--- config.mk ---
export PLATFORM = sky130hd
export DESIGN_NAME = fwd_stall_unit_flat
export DESIGN_NICKNAME = d
export VERILOG_FILES = /design/src/rtl/fwd_stall_unit_if.sv /design/src/rtl/fwd_stall_unit.sv /design/src/flat_wrapper.sv
export SDC_FILE = /design/constraint.sdc
export NUM_CORES = 1
export LEC_CHECK = 0
export CAP_MARGIN = 20
export CORE_MARGIN = 2
export CORE_UTILIZATION = 38
export DETAILED_ROUTE_END_ITERATION = 10
export GPL_ROUTABILITY_DRIVEN = 0
export GPL_TIMING_DRIVEN = 0
export HOLD_SLACK_MARGIN = 0.02
export PLACE_DENSITY = 0.9
export SLEW_MARGIN = 0
export SYNTH_ARGS = -nofsm -noshare
export SYNTH_HDL_FRONTEND = slang
export SYNTH_SLANG_ARGS = --single-unit
--- constraint.sdc ---
create_clock -name gclk -period 2.87 [get_ports gclk]
set_input_delay 0.574 -clock gclk [delete_from_list [all_inputs] [get_ports gclk]]
set_output_delay 0.574 -clock gclk [all_outputs]
set_load 0.02 [all_outputs]
--- src/rtl/fwd_stall_unit_if.sv ---
// fwd_stall_unit_if: ID, register-file and pipeline-stage signal bundle for fwd_stall_unit
interface fwd_stall_unit_if #(
    parameter int WORD_WIDTH     = 16,
    parameter int REG_ADDR_WIDTH = 3,
    parameter int NUM_READ       = 3,
    parameter int NUM_STAGES     = 3,
    parameter int CNT_WIDTH      = 16
);
    logic [NUM_READ-1:0]                ID_ReadEn;
    logic [NUM_READ*REG_ADDR_WIDTH-1:0] ID_ReadAddr;
    logic [NUM_READ*WORD_WIDTH-1:0]     ID_ReadData;
    logic [NUM_READ*REG_ADDR_WIDTH-1:0] RF_ReadAddr;
    logic [NUM_READ*WORD_WIDTH-1:0]     RF_ReadData;
    logic [NUM_STAGES-1:0]                ST_WbEnable;
    logic [NUM_STAGES*REG_ADDR_WIDTH-1:0] ST_WriteAddr;
    logic [NUM_STAGES-1:0]                ST_DataReady;
    logic [NUM_STAGES*WORD_WIDTH-1:0]     ST_Data;
    logic                 Stall;
    logic [NUM_READ-1:0]  FwdHit;
    logic [7:0]           StallCycles;
    logic [CNT_WIDTH-1:0] StallTotal;
    modport master (
        output ID_ReadEn, ID_ReadAddr, RF_ReadData,
        output ST_WbEnable, ST_WriteAddr, ST_DataReady, ST_Data,
        input  ID_ReadData, RF_ReadAddr, Stall, FwdHit, StallCycles, StallTotal
    );
    modport slave (
        input  ID_ReadEn, ID_ReadAddr, RF_ReadData,
        input  ST_WbEnable, ST_WriteAddr, ST_DataReady, ST_Data,
        output ID_ReadData, RF_ReadAddr, Stall, FwdHit, StallCycles, StallTotal
    );
endinterface

--- src/rtl/fwd_stall_unit.sv ---
// fwd_stall_unit: operand forwarding, load-use interlock, retire buffer and stall counters; ZERO_REG_EN hardwires r0 to zero
module fwd_stall_unit #(
    parameter int WORD_WIDTH     = 16,
    parameter int REG_ADDR_WIDTH = 3,
    parameter int NUM_READ       = 3,
    parameter int NUM_STAGES     = 3,
    parameter int CNT_WIDTH      = 16
) (
    input logic gclk,
    input logic grst_n,
    fwd_stall_unit_if.slave bus
);
    localparam int WW  = WORD_WIDTH;
    localparam int RAW = REG_ADDR_WIDTH;
`ifdef ZERO_REG_EN
    localparam logic ZERO_EN = 1'b1;
`else
    localparam logic ZERO_EN = 1'b0;
`endif

    typedef enum logic {RUN, STALLED} state_t;

    state_t                 r_state, w_state_nxt;
    logic                   r_hold_valid;
    logic [RAW-1:0]         r_hold_addr;
    logic [WW-1:0]          r_hold_data;
    logic [7:0]             r_stall_cycles, w_stall_cycles_nxt;
    logic [CNT_WIDTH-1:0]   r_stall_total;
    logic [NUM_STAGES-1:0]  w_st_live;
    logic [NUM_READ-1:0]    w_hit, w_blocked;
    logic [NUM_READ*WW-1:0] w_rd_data;
    logic                   w_stall, w_wb_load, w_total_inc;

    always_comb begin
        for (int k = 0; k < NUM_STAGES; k++)
            w_st_live[k] = bus.ST_WbEnable[k] && !(ZERO_EN && bus.ST_WriteAddr[k*RAW +: RAW] == '0);
    end

    assign w_wb_load = w_st_live[NUM_STAGES-1];

    // Youngest matching stage wins outright, ready or not; the retire buffer only fills in when no stage matches.
    always_comb begin
        logic [RAW-1:0] a;
        logic           found;
        a         = '0;
        found     = 1'b0;
        w_rd_data = bus.RF_ReadData;
        w_hit     = '0;
        w_blocked = '0;
        for (int i = 0; i < NUM_READ; i++) begin
            a     = bus.ID_ReadAddr[i*RAW +: RAW];
            found = 1'b0;
            if (r_hold_valid && r_hold_addr == a) begin
                w_rd_data[i*WW +: WW] = r_hold_data;
                w_hit[i]              = 1'b1;
            end
            for (int k = 0; k < NUM_STAGES; k++) begin
                if (!found && w_st_live[k] && bus.ST_WriteAddr[k*RAW +: RAW] == a) begin
                    found                 = 1'b1;
                    w_rd_data[i*WW +: WW] = bus.ST_Data[k*WW +: WW];
                    w_hit[i]              = 1'b1;
                    w_blocked[i]          = !bus.ST_DataReady[k];
                end
            end
            if (ZERO_EN && a == '0) begin
                w_rd_data[i*WW +: WW] = '0;
                w_hit[i]              = 1'b0;
                w_blocked[i]          = 1'b0;
            end
        end
    end

    assign w_stall     = grst_n && |(bus.ID_ReadEn & w_blocked);
    assign w_total_inc = w_stall && !(&r_stall_total);

    assign bus.ID_ReadData = w_rd_data;
    assign bus.RF_ReadAddr = bus.ID_ReadAddr;
    assign bus.FwdHit      = w_hit;
    assign bus.Stall       = w_stall;
    assign bus.StallCycles = r_stall_cycles;
    assign bus.StallTotal  = r_stall_total;

    // The register file commits at the edge but still returns the old value next cycle, so WB is held one cycle.
    always_ff @(posedge gclk) begin
        if (!grst_n) begin
            r_hold_valid <= 1'b0;
            r_hold_addr  <= '0;
            r_hold_data  <= '0;
        end else begin
            r_hold_valid <= w_wb_load;
            if (w_wb_load) begin
                r_hold_addr <= bus.ST_WriteAddr[(NUM_STAGES-1)*RAW +: RAW];
                r_hold_data <= bus.ST_Data[(NUM_STAGES-1)*WW +: WW];
            end
        end
    end

    always_ff @(posedge gclk) begin
        if (!grst_n) begin
            r_state        <= RUN;
            r_stall_cycles <= '0;
            r_stall_total  <= '0;
        end else begin
            r_state        <= w_state_nxt;
            r_stall_cycles <= w_stall_cycles_nxt;
            r_stall_total  <= r_stall_total + {{(CNT_WIDTH-1){1'b0}}, w_total_inc};
        end
    end

    always_comb begin
        w_state_nxt        = w_stall ? STALLED : RUN;
        w_stall_cycles_nxt = !w_stall             ? 8'd0 :
                             (r_state == RUN)     ? 8'd1 :
                             (&r_stall_cycles)    ? r_stall_cycles :
                                                    r_stall_cycles + 8'd1;
    end
endmodule
--- src/flat_wrapper.sv ---
// flat-port wrapper written by rule: the top's interface ports become plain ports
module fwd_stall_unit_flat 
#(
    parameter int WORD_WIDTH     = 16,
    parameter int REG_ADDR_WIDTH = 3,
    parameter int NUM_READ       = 3,
    parameter int NUM_STAGES     = 3,
    parameter int CNT_WIDTH      = 16
)
  (gclk, grst_n, bus_ID_ReadEn, bus_ID_ReadAddr, bus_RF_ReadData, bus_ST_WbEnable, bus_ST_WriteAddr, bus_ST_DataReady, bus_ST_Data, bus_ID_ReadData, bus_RF_ReadAddr, bus_Stall, bus_FwdHit, bus_StallCycles, bus_StallTotal);
  fwd_stall_unit_if #(.WORD_WIDTH(WORD_WIDTH), .REG_ADDR_WIDTH(REG_ADDR_WIDTH), .NUM_READ(NUM_READ), .NUM_STAGES(NUM_STAGES), .CNT_WIDTH(CNT_WIDTH)) bus_i ();
  input logic gclk;
  input logic grst_n;
  input wire logic [$bits(bus_i.ID_ReadEn)-1:0] bus_ID_ReadEn;
  input wire logic [$bits(bus_i.ID_ReadAddr)-1:0] bus_ID_ReadAddr;
  input wire logic [$bits(bus_i.RF_ReadData)-1:0] bus_RF_ReadData;
  input wire logic [$bits(bus_i.ST_WbEnable)-1:0] bus_ST_WbEnable;
  input wire logic [$bits(bus_i.ST_WriteAddr)-1:0] bus_ST_WriteAddr;
  input wire logic [$bits(bus_i.ST_DataReady)-1:0] bus_ST_DataReady;
  input wire logic [$bits(bus_i.ST_Data)-1:0] bus_ST_Data;
  output wire logic [$bits(bus_i.ID_ReadData)-1:0] bus_ID_ReadData;
  output wire logic [$bits(bus_i.RF_ReadAddr)-1:0] bus_RF_ReadAddr;
  output wire logic [$bits(bus_i.Stall)-1:0] bus_Stall;
  output wire logic [$bits(bus_i.FwdHit)-1:0] bus_FwdHit;
  output wire logic [$bits(bus_i.StallCycles)-1:0] bus_StallCycles;
  output wire logic [$bits(bus_i.StallTotal)-1:0] bus_StallTotal;
  assign bus_i.ID_ReadEn = bus_ID_ReadEn;
  assign bus_i.ID_ReadAddr = bus_ID_ReadAddr;
  assign bus_i.RF_ReadData = bus_RF_ReadData;
  assign bus_i.ST_WbEnable = bus_ST_WbEnable;
  assign bus_i.ST_WriteAddr = bus_ST_WriteAddr;
  assign bus_i.ST_DataReady = bus_ST_DataReady;
  assign bus_i.ST_Data = bus_ST_Data;
  assign bus_ID_ReadData = bus_i.ID_ReadData;
  assign bus_RF_ReadAddr = bus_i.RF_ReadAddr;
  assign bus_Stall = bus_i.Stall;
  assign bus_FwdHit = bus_i.FwdHit;
  assign bus_StallCycles = bus_i.StallCycles;
  assign bus_StallTotal = bus_i.StallTotal;
  fwd_stall_unit #(.WORD_WIDTH(WORD_WIDTH), .REG_ADDR_WIDTH(REG_ADDR_WIDTH), .NUM_READ(NUM_READ), .NUM_STAGES(NUM_STAGES), .CNT_WIDTH(CNT_WIDTH)) u_core (.gclk(gclk), .grst_n(grst_n), .bus(bus_i));
endmodule
**Yosys cells after proc, flatten, opt, wreduce, memory -nomap -nowiden**

Index checks and enable logic that the tools add are counted.

- Register bits after elaboration: 45
- Bits in latches: 0
- Bits in writable memories: 0
- Memory bits (read-only): 0
- Input port bits: 125
- Output and inout bits: 85
- Memories kept: 0

- $add $sub $neg: 2
- Multiply operators: 0
- Div/mod/pow operators: 0
- Magnitude comparators: 0
- Equal/unequal tests: 13
- Shift-type cells: 0
- Muxes and demuxes: 42
- Bitwise operators: 1
- Reductions and logical operators: 35

Operators by type and width:

| cell | number |
|---|---|
| $mux W16 | 12 |
| $eq A3 B3 Y1 | 12 |
| $mux W1 | 30 |
| $logic_and A1 B1 Y1 | 20 |
| $add A16 B1 Y16 | 1 |
| $reduce_and A16 Y1 | 1 |
| $logic_not A1 Y1 | 10 |
| $add A8 B1 Y8 const B | 1 |
| $reduce_and A8 Y1 | 1 |
| $and A3 B3 Y3 | 1 |
| $reduce_and A3 Y1 | 1 |
| $reduce_or A3 Y1 | 1 |
| $ne A2 B2 Y1 const B | 1 |
| $reduce_and A2 Y1 | 1 |

**Depth between registers and ports, before layout**

- Depth after elaboration: 16
- Depth in mapped cells: 16

**Least setup slack after synthesis**

Ideal clock, no wire load.

- Path kind: input to register
- Start: input bus_ID_ReadAddr[4]
- End: register u_core.r_stall_total[10], in the netlist u_core.bus.StallTotal[10]
- Library setup time: 0.115 ns
- Data arrival time: 2.910 ns
- Required time: 2.755 ns
- Path slack: -0.155 ns
- Cell stages on the path: 16
- Path buffers: 3
- Cell sequence: buf_6 -> xnor2_1 -> and4_4 -> buf_6 -> mux2i_1 -> o21ai_1 -> o211a_1 -> buf_6 -> nor2_1 -> ha_1 -> ha_1 -> nand3_1 -> nor2_1 -> nand4_1 -> xnor2_1 -> and2_1

- Cells in the longest elaborated chain, start to end: 16

Ends and longest elaborated chain:

| what | RTL line | text |
|---|---|---|
| from (decl) | flat_wrapper.sv:15 | `input wire logic [$bits(bus_i.ID_ReadAddr)-1:0] bus_ID_ReadAddr;` |
| $eq A3 B3 Y1 | fwd_stall_unit.sv:58 | `if (!found && w_st_live[k] && bus.ST_WriteAddr[k*RAW +: RAW] == a) begin` |
| $logic_and A1 B1 Y1 | fwd_stall_unit.sv:58 |  |
| $mux W1 | fwd_stall_unit.sv:58 |  |
| $logic_not A1 Y1 | fwd_stall_unit.sv:58 |  |
| $logic_and A1 B1 Y1 (2 in a row) | fwd_stall_unit.sv:58 |  |
| $mux W1 | fwd_stall_unit.sv:58 |  |
| $logic_not A1 Y1 | fwd_stall_unit.sv:58 |  |
| $logic_and A1 B1 Y1 (2 in a row) | fwd_stall_unit.sv:58 |  |
| $mux W1 * | fwd_stall_unit.sv:58 |  |
| $and A3 B3 Y3 * | fwd_stall_unit.sv:73 | `assign w_stall = grst_n && \|(bus.ID_ReadEn & w_blocked);` |
| $reduce_or A3 Y1 * | fwd_stall_unit.sv:73 |  |
| $logic_and A1 B1 Y1 * | fwd_stall_unit.sv:73 |  |
| $logic_and A1 B1 Y1 * | fwd_stall_unit.sv:74 | `assign w_total_inc = w_stall && !(&r_stall_total);` |
| $add A16 B1 Y16 * | fwd_stall_unit.sv:106 | `r_stall_total <= r_stall_total + {{(CNT_WIDTH-1){1'b0}}, w_total_inc};` |
| to (signal assigned) | fwd_stall_unit.sv:106 |  |
| to (decl) | fwd_stall_unit.sv:28 | `logic [CNT_WIDTH-1:0] r_stall_total;` |

Every way passes the cells marked *; elsewhere a longest branch is shown, timed or not.
A chain may end at the register's enable or synchronous reset.

**Worst setup path after layout**

- Start: input bus_ST_WriteAddr[5]
- End: output bus_ID_ReadData[35]

- Cells in the longest elaborated chain, start to end: 7

Ends and longest elaborated chain:

| what | RTL line | text |
|---|---|---|
| from (decl) | flat_wrapper.sv:18 | `input wire logic [$bits(bus_i.ST_WriteAddr)-1:0] bus_ST_WriteAddr;` |
| $eq A3 B3 Y1 * | fwd_stall_unit.sv:58 |  |
| $logic_and A1 B1 Y1 * | fwd_stall_unit.sv:58 |  |
| $mux W1 | fwd_stall_unit.sv:58 |  |
| $logic_not A1 Y1 | fwd_stall_unit.sv:58 |  |
| $logic_and A1 B1 Y1 (2 in a row) | fwd_stall_unit.sv:58 |  |
| $mux W16 * | fwd_stall_unit.sv:58 |  |
| to (decl) | flat_wrapper.sv:21 | `output wire logic [$bits(bus_i.ID_ReadData)-1:0] bus_ID_ReadData;` |

Marks and branches as above.

==> out/metrics.cfg <==
[floorplanning]
start_util = 0.3870
ioPinCount = 210
core_um2 = 11320
die_h_um = 111.4
row_count = 39
dieArea_um2 = 12410
dieWidth_um = 111.4

[synth]
synth_edf_count = 0
synth_seq_cells = 45
syn_area_um2 = 4382
synth_cell_types = 44
async_reset_ff_frac = 0
yosysWarnings = 0
ys.flop_type = dfxtp_1
seq_area_frac_synth = 0.2056
syn-instance-count = 506
synth_fp_nets = 634
avgSynthCellArea_um2 = 8.659

[critical_path]
cp-end-kind = primary output
path_cells = buf_6 > xnor2_4 > nand4_1 > buf_4 > buf_6 > nor2_4 > buf_4 > a222oi_1 > a21oi_1 > dlygate4sd2_1
critical_path.max_fanout = 7
critical_path.slowest_cell = dlygate4sd2_1
cp-start-kind = primary input
critPathKind = primary input to primary output
cp.arrival_ns = 2.37
crit_required_ns = 2.30
cpPeakStageDelay_ns = 0.34

[final_layout]
final_core_util = 0.6663
fillers = 854
drive_gt1_frac = 0.3489
multi_input_area_um2 = 3681
n_antenna_cell = 0
final_nets = 876
regArea_um2 = 912.1
areaGrowthSynthToFinish_pct = 72.16

[timing]
worstMarginPinSlew_ns = 0.9135
min_period_ns = 2.944
slew-limit-headroom = 0.3910
timing.fmax_ghz = 0.3397
grt_setup_unrepaired = yes
hold_viol_final = 0
setup_tns_ns = -0.2701
final.period_utilization = 1.026
finalClockSkew_ns = 0.004893
fin_ws_ns = -0.07357
slew_viol_final = 0
finalSetupViolCount = 9

[routing]
vias = 5534
ant_nets = 0
routedWlPerCell_um = 23.27
avgViaCountPerCell = 6.211
drt_iter0_markers = 1057
drc = 1
drt_wl_total_um = 20740
dr.pass1.iters = 11

[worst_hold_path]
min_path_type = register to register

[pwr]
ir_drop_mv = 0.4083
p_leak_nw = 3.063
p_per_area_nw_per_um2 = 338.7

[clocking]
hold_buffers = 0
cts.sinks = 45
h-tree-depth = 2
clk_latency_ns = 0.29
cts-root-buf = clkbuf_16
cts_buffers = 5
cts_tree = yes
cts.reportedPaths.clkPinSlew_ns = 0.06
clock_path_buffers = 2

[placed_design]
post-place-ws_ns = -1.120
port_buffers = 199
place_hpwl_um = 13690

[global_route]
antenna_found_initial = 0
grt_pass1_vias = 5636
grt_max_degree = 15
grt_use_total = 0.2962
grt_remaining_overflow = 0
grt_pass1_wl_um = 29810

[outcome]
status = finished, violations left
violations = DRC, setup timing

[run]
drv_cap = 0

## cells in the final DEF, fill, tap and decap left out, types with 15 or more instances in the layout
cell / count
a21oi_1: 45
mux2i_1: 21
nor2_1: 55
nor2b_1: 20
buf_2: 24
mux2_2: 20
xnor2_1: 17
dfxtp_1: 42
clkbuf_2: 17
a222oi_1: 48
buf_4: 54
mux2_4: 27
xnor2_2: 15
clkdlybuf4s50_1: 135
buf_6: 20
## layer usage
| layer | global-route usage | vias to the layer above | part of all wire | routed length (um) |
|---|---|---|---|---|
| li1 | - | 2392 | - | - |
| met1 | 0.3446 | 2574 | 0.35 | 7302 |
| met2 | 0.5211 | 462 | 0.49 | 10060 |
| met3 | 0.06696 | 106 | 0.11 | 2355 |
| met4 | 0.1309 | 0 | 0.049 | 1013 |
| met5 | 0 | - | 0 | 0 |
## critical path, delay by kind of cell
kind	cells	cell delay (ns)
and+or+nand+nor	2	0.41
xor gates and xnor gates	1	0.22
buffers and inverters	5	0.94
AOI/OAI and AO/OA	2	0.21
## area by class of cell
type | instances | share of cell area
inverters | 1 | 0.0004976
clock buffers | 5 | 0.01659
flip-flops and latches | 45 | 0.1209
multi-input cells | 407 | 0.4880
repair buffers | 240 | 0.2856
plain buffers | 48 | 0.05955
well taps | 143 | 0.02372
clock inverters | 2 | 0.005142
## through the flow
stage	instance area (um^2)	instances	hold slack, ns	power (mW)
global route	7543	891	0.5537	2.635
detailed placement	6624	848	0.5034	1.772
floorplan	4453	506	0.4716	1.241
finish	7543	891	0.5143	2.555
CTS	7239	879	0.5281	2.465
global placement	6624	848	0.4926	1.751
## cells in the mapped netlist (2+ instances only)
cell,n,share of area
nand3b_1,2,0.0034
a21boi_0,2,0.0034
dfxtp_1,45,0.21
nand2_1,14,0.012
ha_1,3,0.0086
a222oi_1,48,0.11
xor2_1,4,0.0080
nor2b_1,23,0.033
and4_1,4,0.0080
nor2_2,3,0.0043
or3_1,5,0.0071
mux2_2,20,0.051
nand4_1,14,0.020
buf_6,14,0.036
xnor2_1,46,0.092
and3_1,3,0.0043
nand4_4,3,0.015
a21boi_1,2,0.0034
a21oi_1,48,0.055
a31oi_1,2,0.0029
o21ai_0,5,0.0057
clkbuf_1,20,0.017
mux2_4,27,0.093
mux2i_1,22,0.050
and2_1,16,0.023
nor3b_1,2,0.0034
buf_2,10,0.011
nor3_1,6,0.0069
nand3_1,12,0.014
nor2_1,59,0.051
buf_4,9,0.015
## cells by family after synthesis
group | after synthesis | synth area share
mux | 70 | 0.1967
buf+inv | 55 | 0.08166
flops | 45 | 0.2056
compound gates | 112 | 0.1893
simple gates | 171 | 0.2182
fa+ha+maj | 3 | 0.008567
xor+xnor | 50 | 0.09994
## worst paths after layout
check                                       from                                  end  slack [ns]  cells past startpoint
max                          bus_ST_WriteAddr[5]                  bus_ID_ReadData[35]       -0.07                     10
min          u_core.bus.StallTotal[6]$_SDFF_PN0_  u_core.bus.StallTotal[6]$_SDFF_PN0_        0.51                      2
min reg2reg  u_core.bus.StallTotal[6]$_SDFF_PN0_  u_core.bus.StallTotal[6]$_SDFF_PN0_        0.51                      2
max reg2reg  u_core.bus.StallTotal[7]$_SDFF_PN0_  u_core.bus.StallTotal[8]$_SDFF_PN0_        0.30                     12
## timing repair
item / 4_1_cts / 5_1_grt
setup buffers: 26 / 14
resized for setup: 255 / 121
setup endpoints to repair: 68 / 58
cloned: 0 / 3
pin swaps: 29 / 53
## where the power goes
group	switching [mW]	internal [mW]
Clock	0.264	0.410
Combinational	0.605	0.603
Sequential	0.0295	0.644
## sequential cells by signal (all words and copies together) (netlist names)
name and count:
u_core.r_hold_data 16, u_core.bus.StallCycles 8, u_core.bus.StallTotal 16, u_core.r_hold_addr 3, u_core.r_hold_valid 1, u_core.r_state 1
No activity file was read; power rests on OpenSTA's default activity.
